`src/rtl/cpu_pkg.sv`:
```
// Shared CPU types and constants: opcode encoding, fetch FSM states, instruction word layout.
// Used by fetch, control and datapath so that they all agree on the IR field slicing.
package cpu_pkg;

  localparam int CPU_ADDR_W  = 5;
  localparam int CPU_OPC_W   = 3;
  localparam int CPU_DATA_W  = CPU_OPC_W + CPU_ADDR_W;
  localparam int CPU_TIMEOUT = 15;

  typedef enum logic [CPU_OPC_W-1:0] {
    HLT = 3'd0,
    SKZ = 3'd2,
    ADD = 3'd3,
    AND = 3'd4,
    LDA = 3'd5,
    STO = 3'd6,
    JMP = 3'd7
  } opcode_e;

  typedef enum logic [1:0] {
    F_IDLE,
    F_REQ,
    F_HOLD,
    F_HALT
  } fetch_state_e;

  function automatic logic [CPU_OPC_W-1:0] ir_opcode(input logic [CPU_DATA_W-1:0] word);
    return word[CPU_DATA_W-1 -: CPU_OPC_W];
  endfunction

  function automatic logic [CPU_ADDR_W-1:0] ir_operand(input logic [CPU_DATA_W-1:0] word);
    return word[CPU_ADDR_W-1:0];
  endfunction

endpackage

```
`src/rtl/pc_counter.sv`:
```
// Program counter: load beats increment, wraps modulo 2**ADDR_W, frozen while run is low.
// One-cycle update; no backpressure.
module pc_counter #(
  parameter int ADDR_W = 5
) (
  input  logic              clk,
  input  logic              rst,
  input  logic              run,
  input  logic              load,
  input  logic              inc,
  input  logic [ADDR_W-1:0] load_val,
  output logic [ADDR_W-1:0] pc
);

  always_ff @(posedge clk) begin
    if (rst) begin
      pc <= '0;
    end else if (run) begin
      if (load) begin
        pc <= load_val;
      end else if (inc) begin
        pc <= pc + ADDR_W'(1);
      end
    end
  end

endmodule

```
`src/rtl/instr_fetch_unit.sv`:
```
// Owns PC and IR; fetches one word per instruction over imem req/ack with an ack timeout.
// IR valid 2 cycles after memIns_en with a 1-cycle memory; fetch_stall holds control while in flight.
module instr_fetch_unit
  import cpu_pkg::*;
#(
  parameter int ADDR_W  = CPU_ADDR_W,
  parameter int OPC_W   = CPU_OPC_W,
  parameter int DATA_W  = CPU_DATA_W,
  parameter int TIMEOUT = CPU_TIMEOUT
) (
  input  logic              clk,
  input  logic              rst,
  input  logic              memIns_en,
  input  logic              pc_en,
  input  logic              pc_load,
  input  logic              halt,
  output logic              imem_req,
  output logic [ADDR_W-1:0] imem_addr,
  input  logic              imem_ack,
  input  logic [DATA_W-1:0] imem_rdata,
  output logic [OPC_W-1:0]  opcode,
  output logic [ADDR_W-1:0] ir_addr,
  output logic              ir_valid,
  output logic              fetch_stall,
  output logic              fetch_err,
  output logic [ADDR_W-1:0] pc
);

  localparam int CNT_W = $clog2(TIMEOUT + 1);

  fetch_state_e      state;
  logic [DATA_W-1:0] ir;
  logic [CNT_W-1:0]  wait_cnt;
  logic              pc_run;

  assign pc_run = (state != F_HALT);

  pc_counter #(.ADDR_W(ADDR_W)) u_pc_counter (
    .clk      (clk),
    .rst      (rst),
    .run      (pc_run),
    .load     (pc_load),
    .inc      (pc_en),
    .load_val (ir_addr),
    .pc       (pc)
  );

  // The fetch address is the PC register itself, so it is registered and always coherent with pc.
  assign imem_addr   = pc;
  assign opcode      = ir[DATA_W-1 -: OPC_W];
  assign ir_addr     = ir[ADDR_W-1:0];
  assign fetch_stall = (state == F_REQ) ||
                       ((state == F_IDLE) && memIns_en && !ir_valid && !halt);

  always_ff @(posedge clk) begin
    if (rst) begin
      state     <= F_IDLE;
      ir        <= '0;
      ir_valid  <= 1'b0;
      imem_req  <= 1'b0;
      fetch_err <= 1'b0;
      wait_cnt  <= '0;
    end else begin
      case (state)
        F_IDLE: begin
          if (memIns_en && !halt && !ir_valid) begin
            state    <= F_REQ;
            imem_req <= 1'b1;
            wait_cnt <= '0;
          end
        end
        F_REQ: begin
          // halt wins over a coincident ack so a halted CPU never latches a new word
          if (halt) begin
            state    <= F_HALT;
            imem_req <= 1'b0;
          end else if (imem_ack) begin
            ir       <= imem_rdata;
            ir_valid <= 1'b1;
            imem_req <= 1'b0;
            state    <= F_HOLD;
          end else if (wait_cnt == CNT_W'(TIMEOUT)) begin
            fetch_err <= 1'b1;
            imem_req  <= 1'b0;
            state     <= F_HALT;
          end else begin
            wait_cnt <= wait_cnt + CNT_W'(1);
          end
        end
        F_HOLD: begin
          if (halt) begin
            state <= F_HALT;
          end else if (pc_en || pc_load) begin
            ir_valid <= 1'b0;
            state    <= F_IDLE;
          end
        end
        F_HALT: begin
          imem_req <= 1'b0;
        end
        default: begin
          state    <= F_IDLE;
          imem_req <= 1'b0;
        end
      endcase
    end
  end

endmodule
```
`config.mk`:
```
export PLATFORM = sky130hd
export DESIGN_NAME = instr_fetch_unit
export DESIGN_NICKNAME = d
export VERILOG_FILES = /design/src/rtl/cpu_pkg.sv /design/src/rtl/pc_counter.sv /design/src/rtl/instr_fetch_unit.sv
export SDC_FILE = /design/constraint.sdc
export NUM_CORES = 1
export LEC_CHECK = 0
export ABC_AREA = 1
export BUFFER_PORTS_ARGS = -buffer_cell sky130_fd_sc_hd__buf_2
export CAP_MARGIN = 30
export CORE_ASPECT_RATIO = 0.8
export CORE_MARGIN = 5
export CORE_UTILIZATION = 55
export DETAILED_ROUTE_END_ITERATION = 12
export PLACE_DENSITY = 0.84
export SLEW_MARGIN = 10
export SYNTH_ARGS = -nofsm -noshare
export SYNTH_HDL_FRONTEND = slang
export SYNTH_SLANG_ARGS = --single-unit
export TNS_END_PERCENT = 5
```
`constraint.sdc`:
```
create_clock -name clk -period 4.1 [get_ports clk]
set_clock_uncertainty 0.15 [all_clocks]
set_input_delay 1.23 -clock clk [delete_from_list [all_inputs] [get_ports clk]]
set_output_delay 1.23 -clock clk [all_outputs]
set_load 0.03 [all_outputs]
```
==> Word-level counts from Yosys, hierarchy flattened <==
Index checks and enable logic that the tools add are counted.
{ "totals": {"elab_cells": 71, "register_bits": 22} }
{ "classes": {"add_sub_neg": 2, "eq_ne": 14, "reduce_logical": 22, "bitwise_logic": 2, "mux": 24} }
{ "op_table": {"columns": ["cell", "count"], "rows": [
  ["$mux W4", 4],
  ["$ne A2 B2 Y1 const B", 7],
  ["$mux W2", 6],
  ["$mux W5", 2],
  ["$reduce_and A5 Y1", 2],
  ["$mux W1", 8],
  ["$pmux W4 S2", 1],
  ["$reduce_and A4 Y1", 2],
  ["$pmux W2 S3", 1],
  ["$reduce_and A3 Y1", 2],
  ["$reduce_bool A2 Y1", 3],
  ["$reduce_bool A3 Y1", 2],
  ["$add A5 B1 Y5 const B", 1],
  ["$logic_and A1 B1 Y1", 5],
  ["$add A4 B1 Y4 const B", 1],
  ["$eq A2 B2 Y1 const B", 2],
  ["$eq A4 B4 Y1 const B", 1],
  ["$ne A4 B3 Y1 const B", 1],
  ["$ne A3 B3 Y1 const B", 1],
  ["$pmux W1 S3", 1],
  ["$eq A2 B1 Y1 const B", 1],
  ["$logic_not A1 Y1", 2],
  ["$logic_not A2 Y1", 1],
  ["$logic_or A1 B1 Y1", 2],
  ["4 further kinds", 5]
]} }

==> Depth between registers and ports, before layout <==
{ "depth": {"ltp_word": 5, "mapped_depth": 9, "depth_no_buf": 9} }

==> Modules after synthesis <==
A second synthesis with hierarchy kept.
{ "unflattened": {"hier_cells": 193, "hier_area_um2": 1298.7} }
{ "modules_own_cells": {"columns": ["module", "cells_per_inst", "n_inst", "seq_area_each_um2", "area_per_inst_um2"], "rows": [
  ["instr_fetch_unit", 143, 1, 340.3, 982.2],
  ["pc_counter", 50, 1, 100.1, 316.6]
]} }

==> Least setup slack after synthesis <==
Ideal clock, no wire load.
{ "synth_path": {"path_type": "in2out", "start": "input port halt", "end": "output port fetch_stall", "stages": 3, "arrival_time_ps": 1594, "required_ps": 2720, "setup_slack_ps": 1126, "cell_sequence": "nor2_2 > nand3_1 > nand2_1"} }
{ "synth_between": {"elab_chain_cells": 3} }
{ "synth_lines": {"columns": ["element", "line", "rtl"], "rows": [
  ["start: declaration", "instr_fetch_unit.sv:16", "input logic halt,"],
  ["$logic_not A1 Y1", "instr_fetch_unit.sv:53", "((state == F_IDLE) && memIns_en && !ir_valid && !halt);"],
  ["$logic_and A1 B1 Y1", "instr_fetch_unit.sv:53", null],
  ["$logic_or A1 B1 Y1", "instr_fetch_unit.sv:52", "assign fetch_stall = (state == F_REQ) ||"],
  ["end: declaration", "instr_fetch_unit.sv:24", "output logic fetch_stall,"]
]} }
No other way between the ends.

==> Final worst setup path <==
Ends and elaborated chain as after synthesis.

==> summary.txt <==
Outcome
  – Status: finished, final reports clean

Floorplan
  – FP Rows: 15
  – Initial core utilization: 58.8%
  – Placeable Area: 0.00220 mm^2
  – Die Y: 53.3 um
  – Die area: 0.00342 mm^2
  – Die W: 64.2 um
  – IO Pins: 37

Yosys
  – Syn avg cell area: 7.06 um^2
  – Register area share after synthesis: 34.1%
  – Ys Warns: 0
  – Post-synth EDFFs: 0
  – Main flop type after synthesis: dfxtp_1
  – Area contributors post-synth: dfxtp_1 34%, nand2_1 9.6%, ha_1 7.8%
  – Mapped Area: 0.00129 mm^2
  – Top cell type's share of synthesized area: 34.1%
  – Synth area leader: dfxtp_1
  – Synth top cells by count: 33 x nand2_1, 23 x nor2_1, 22 x dfxtp_1
  – #FFs+latches synth: 22
  – Most common cell in the synthesized netlist: nand2_1
  – Post-synth ARST share: 0%
  – Instance count of the mapped netlist: 183
  – Synth unique cells: 27
  – Syn_nets: 206

Global routing
  – GRT busiest layer: met2
  – Antenna violations before repair: 0
  – GRT met2 Usage: 30.9%
  – Met3 GRT Util: 5.52%
  – Largest net degree at the start of global routing: 17
  – Global route overflow: 0
  – Number of global-route vias before repair: 1130
  – Overall routing resource usage: 18.3%
  – Met1 Use GR: 22.5%
  – First-pass GRT wire length: 4910 um

Worst setup path
  – Slowest-stage cell, CP: buf_2
  – Flop2flop setup slack: 2.45 ns
  – Worst r2r dst: state[1]$_SDFFE_PP0P_
  – Cell mode on critical path: buf_2
  – Reg2Reg Depth: 8
  – CP arrival: 1.79 ns
  – WS Path Type: in2out
  – Critical path endpoint category: output port
  – CP max FO: 5
  – Cells along the critical path: buf_2 > nor2_2 > nand3_1 > nand2_1 > buf_2
  – CP peak stage delay: 0.19 ns
  – Worst EP required: 2.72 ns
  – Reg-to-Reg Start: state[1]$_SDFFE_PP0P_
  – Crit path launch type: input port

Drt
  – Via count: 1241
  – Vias/cell: 5.17
  – Drt drc: 0
  – Remaining antenna violation count: 0
  – Final WL: 2940 um
  – Routed WL per cell: 12.3 um
  – DRT Pass-1 Iters: 4
  – Iteration-0 DRC Markers: 35

Clocking
  – H-tree Lvls: 1
  – Skew-Pair Late Insertion Delay: 0.31 ns
  – Clock-pin transition on the worst setup and hold timing paths: 0.12 ns
  – Bufs on Longest Clock Path: 2
  – Post-CTS setup buffers: 0
  – CTS sink count: 22
  – Cts bufs inserted: 3
  – CTS tree: done
  – Hold buffers post-CTS: 0
  – Clock Root Buffer: clkbuf_4
  – CTS resizes: 0

Timing
  – Setup TNS: 0 ns
  – Worst-margin pin slew: 0.445 ns
  – RSZ-0062 raised after global routing: no
  – Tcrit/Tclk final: 77.4%
  – # setup viols final: 0
  – Final hold slack: 0.312 ns
  – Slew Viols, Final: 0
  – Min Clock Period, post-route: 3.17 ns
  – Fmax: 315 MHz
  – Worst Slack Setup Final: 0.928 ns
  – Final Hold Violating Endpoints: 0
  – Rel. slew slack: 70.3%

Power and ir drop
  – Logic pwr share: 52.3%
  – Switching power of the nets: 0.000446 W
  – LEAKAGE: 0.736 nW
  – Flop pwr share: 30.7%
  – Int Pwr: 0.000536 W
  – Power Density: 656 mW/mm^2
  – Clock group share of total power: 17.0%
  – Power, Total: 0.000982 W
  – Sw Share: 45.4%
  – Peak supply drop: 0.448 mV

Layout
  – Cell Count, Final, Fillers Out: 240
  – Antenna cell count: 0
  – Area delta synth->final: 16.0%
  – Fin nets: 239
  – Share of cells above drive strength 1: 26.5%

Place
  – Routability congestion estimate: 0.844
  – Placed insts: 236
  – Dpl hpwl: 2240 um
  – I/O Buffers: 36
  – Placement Setup Slack: 0.939 ns

Worst hold path
  – WHS Path Cells: 2
  – HP Start: ir[6]$_SDFFE_PP0P_
  – Min-Delay Endpoint: ir[6]$_SDFFE_PP0P_
  – Hold WC Path Type: reg2reg

Job
  – Max-Cap Viols: 0
[placed cells by master (no fill, tap or decap)]
cell type / n
a31oi_1: 1
nand3_2: 2
o21ai_0: 10
nand2_1: 33
or2_2: 1
a21boi_0: 1
nand3_1: 13
nor2_2: 4
or2_1: 1
bufinv_16: 1
buf_2: 36
nor2_4: 1
inv_2: 3
nand3b_1: 1
a21oi_2: 2
nand4_1: 1
a21oi_1: 16
nand2_4: 2
dfxtp_1: 22
o21bai_1: 2
nor3b_1: 1
ha_1: 8
nor2_1: 23
o211ai_1: 2
nand2_2: 2
inv_1: 20
clkbuf_4: 3
o21ai_1: 3
[power by group through the flow]
stage	Sequential (W)	Clock, W	Combinational (W)
5_1_grt	0.000309	0.000183	0.000572
6_report	0.000301	0.000167	0.000514
2_1_floorplan	0.000344	0	0.000365
3_5_place_dp	0.000306	0	0.000504
4_1_cts	0.000301	0.000172	0.000513
3_3_place_gp	0.000303	0	0.000493
[per-layer routing]
metal | share of wire, % | vias to the layer above
li1 | - | 650
met1 | 47 | 561
met2 | 48 | 26
met3 | 4.3 | 4
met4 | 0.92 | 0
met5 | 0 | -
[sequential cells by signal, summed over array words and instances (netlist names)]
register and cells:
imem_req 1, wait_cnt 4, state 2, ir_valid 1, ir 8, fetch_err 1, u_pc_counter.pc 5
[logic make-up after synthesis]
family / after synthesis / share of synthesized area, %
and+or+nand+nor: 85 / 31.0
AOI/OAI and AO/OA: 37 / 16.0
buffers and inverters: 31 / 11.1
adders and majority gates: 8 / 7.75
DFF: 22 / 34.1
[cell type report]
cell class | instances | area, um^2
fill | 193 | 698
multi-input combinational | 130 | 707
clock buffer | 3 | 22.5
timing repair buffer | 36 | 180
clock inverter | 1 | 30.0
inverter | 23 | 86.3
tap | 25 | 31.3
sequential | 22 | 440
[worst max-delay path: cells and delay by family]
kind	cells	cell delay, ns
simple gates	3	0.24
buf+inv	2	0.32
[how the worst max path moves through the flow]
stage               slack, ns  cells past startpoint           to  from
floorplan                1.13                      3  fetch_stall  halt
global placement         0.96                      5  fetch_stall  halt
detailed placement       0.94                      5  fetch_stall  halt
CTS                      0.93                      5  fetch_stall  halt
global route             0.86                      5  fetch_stall  halt
finish                   0.93                      5  fetch_stall  halt
[metrics by stage]
| step | utilization [%] | area, um^2 |
|---|---|---|
| floorplan | - | 1290 |
| global placement | 65.8 | 1450 |
| CTS | 68.2 | 1500 |
| global route | 68.2 | 1500 |
| finish | 68.2 | 1500 |
| detailed placement | 65.8 | 1450 |
(Power assumes the default switching activity.)
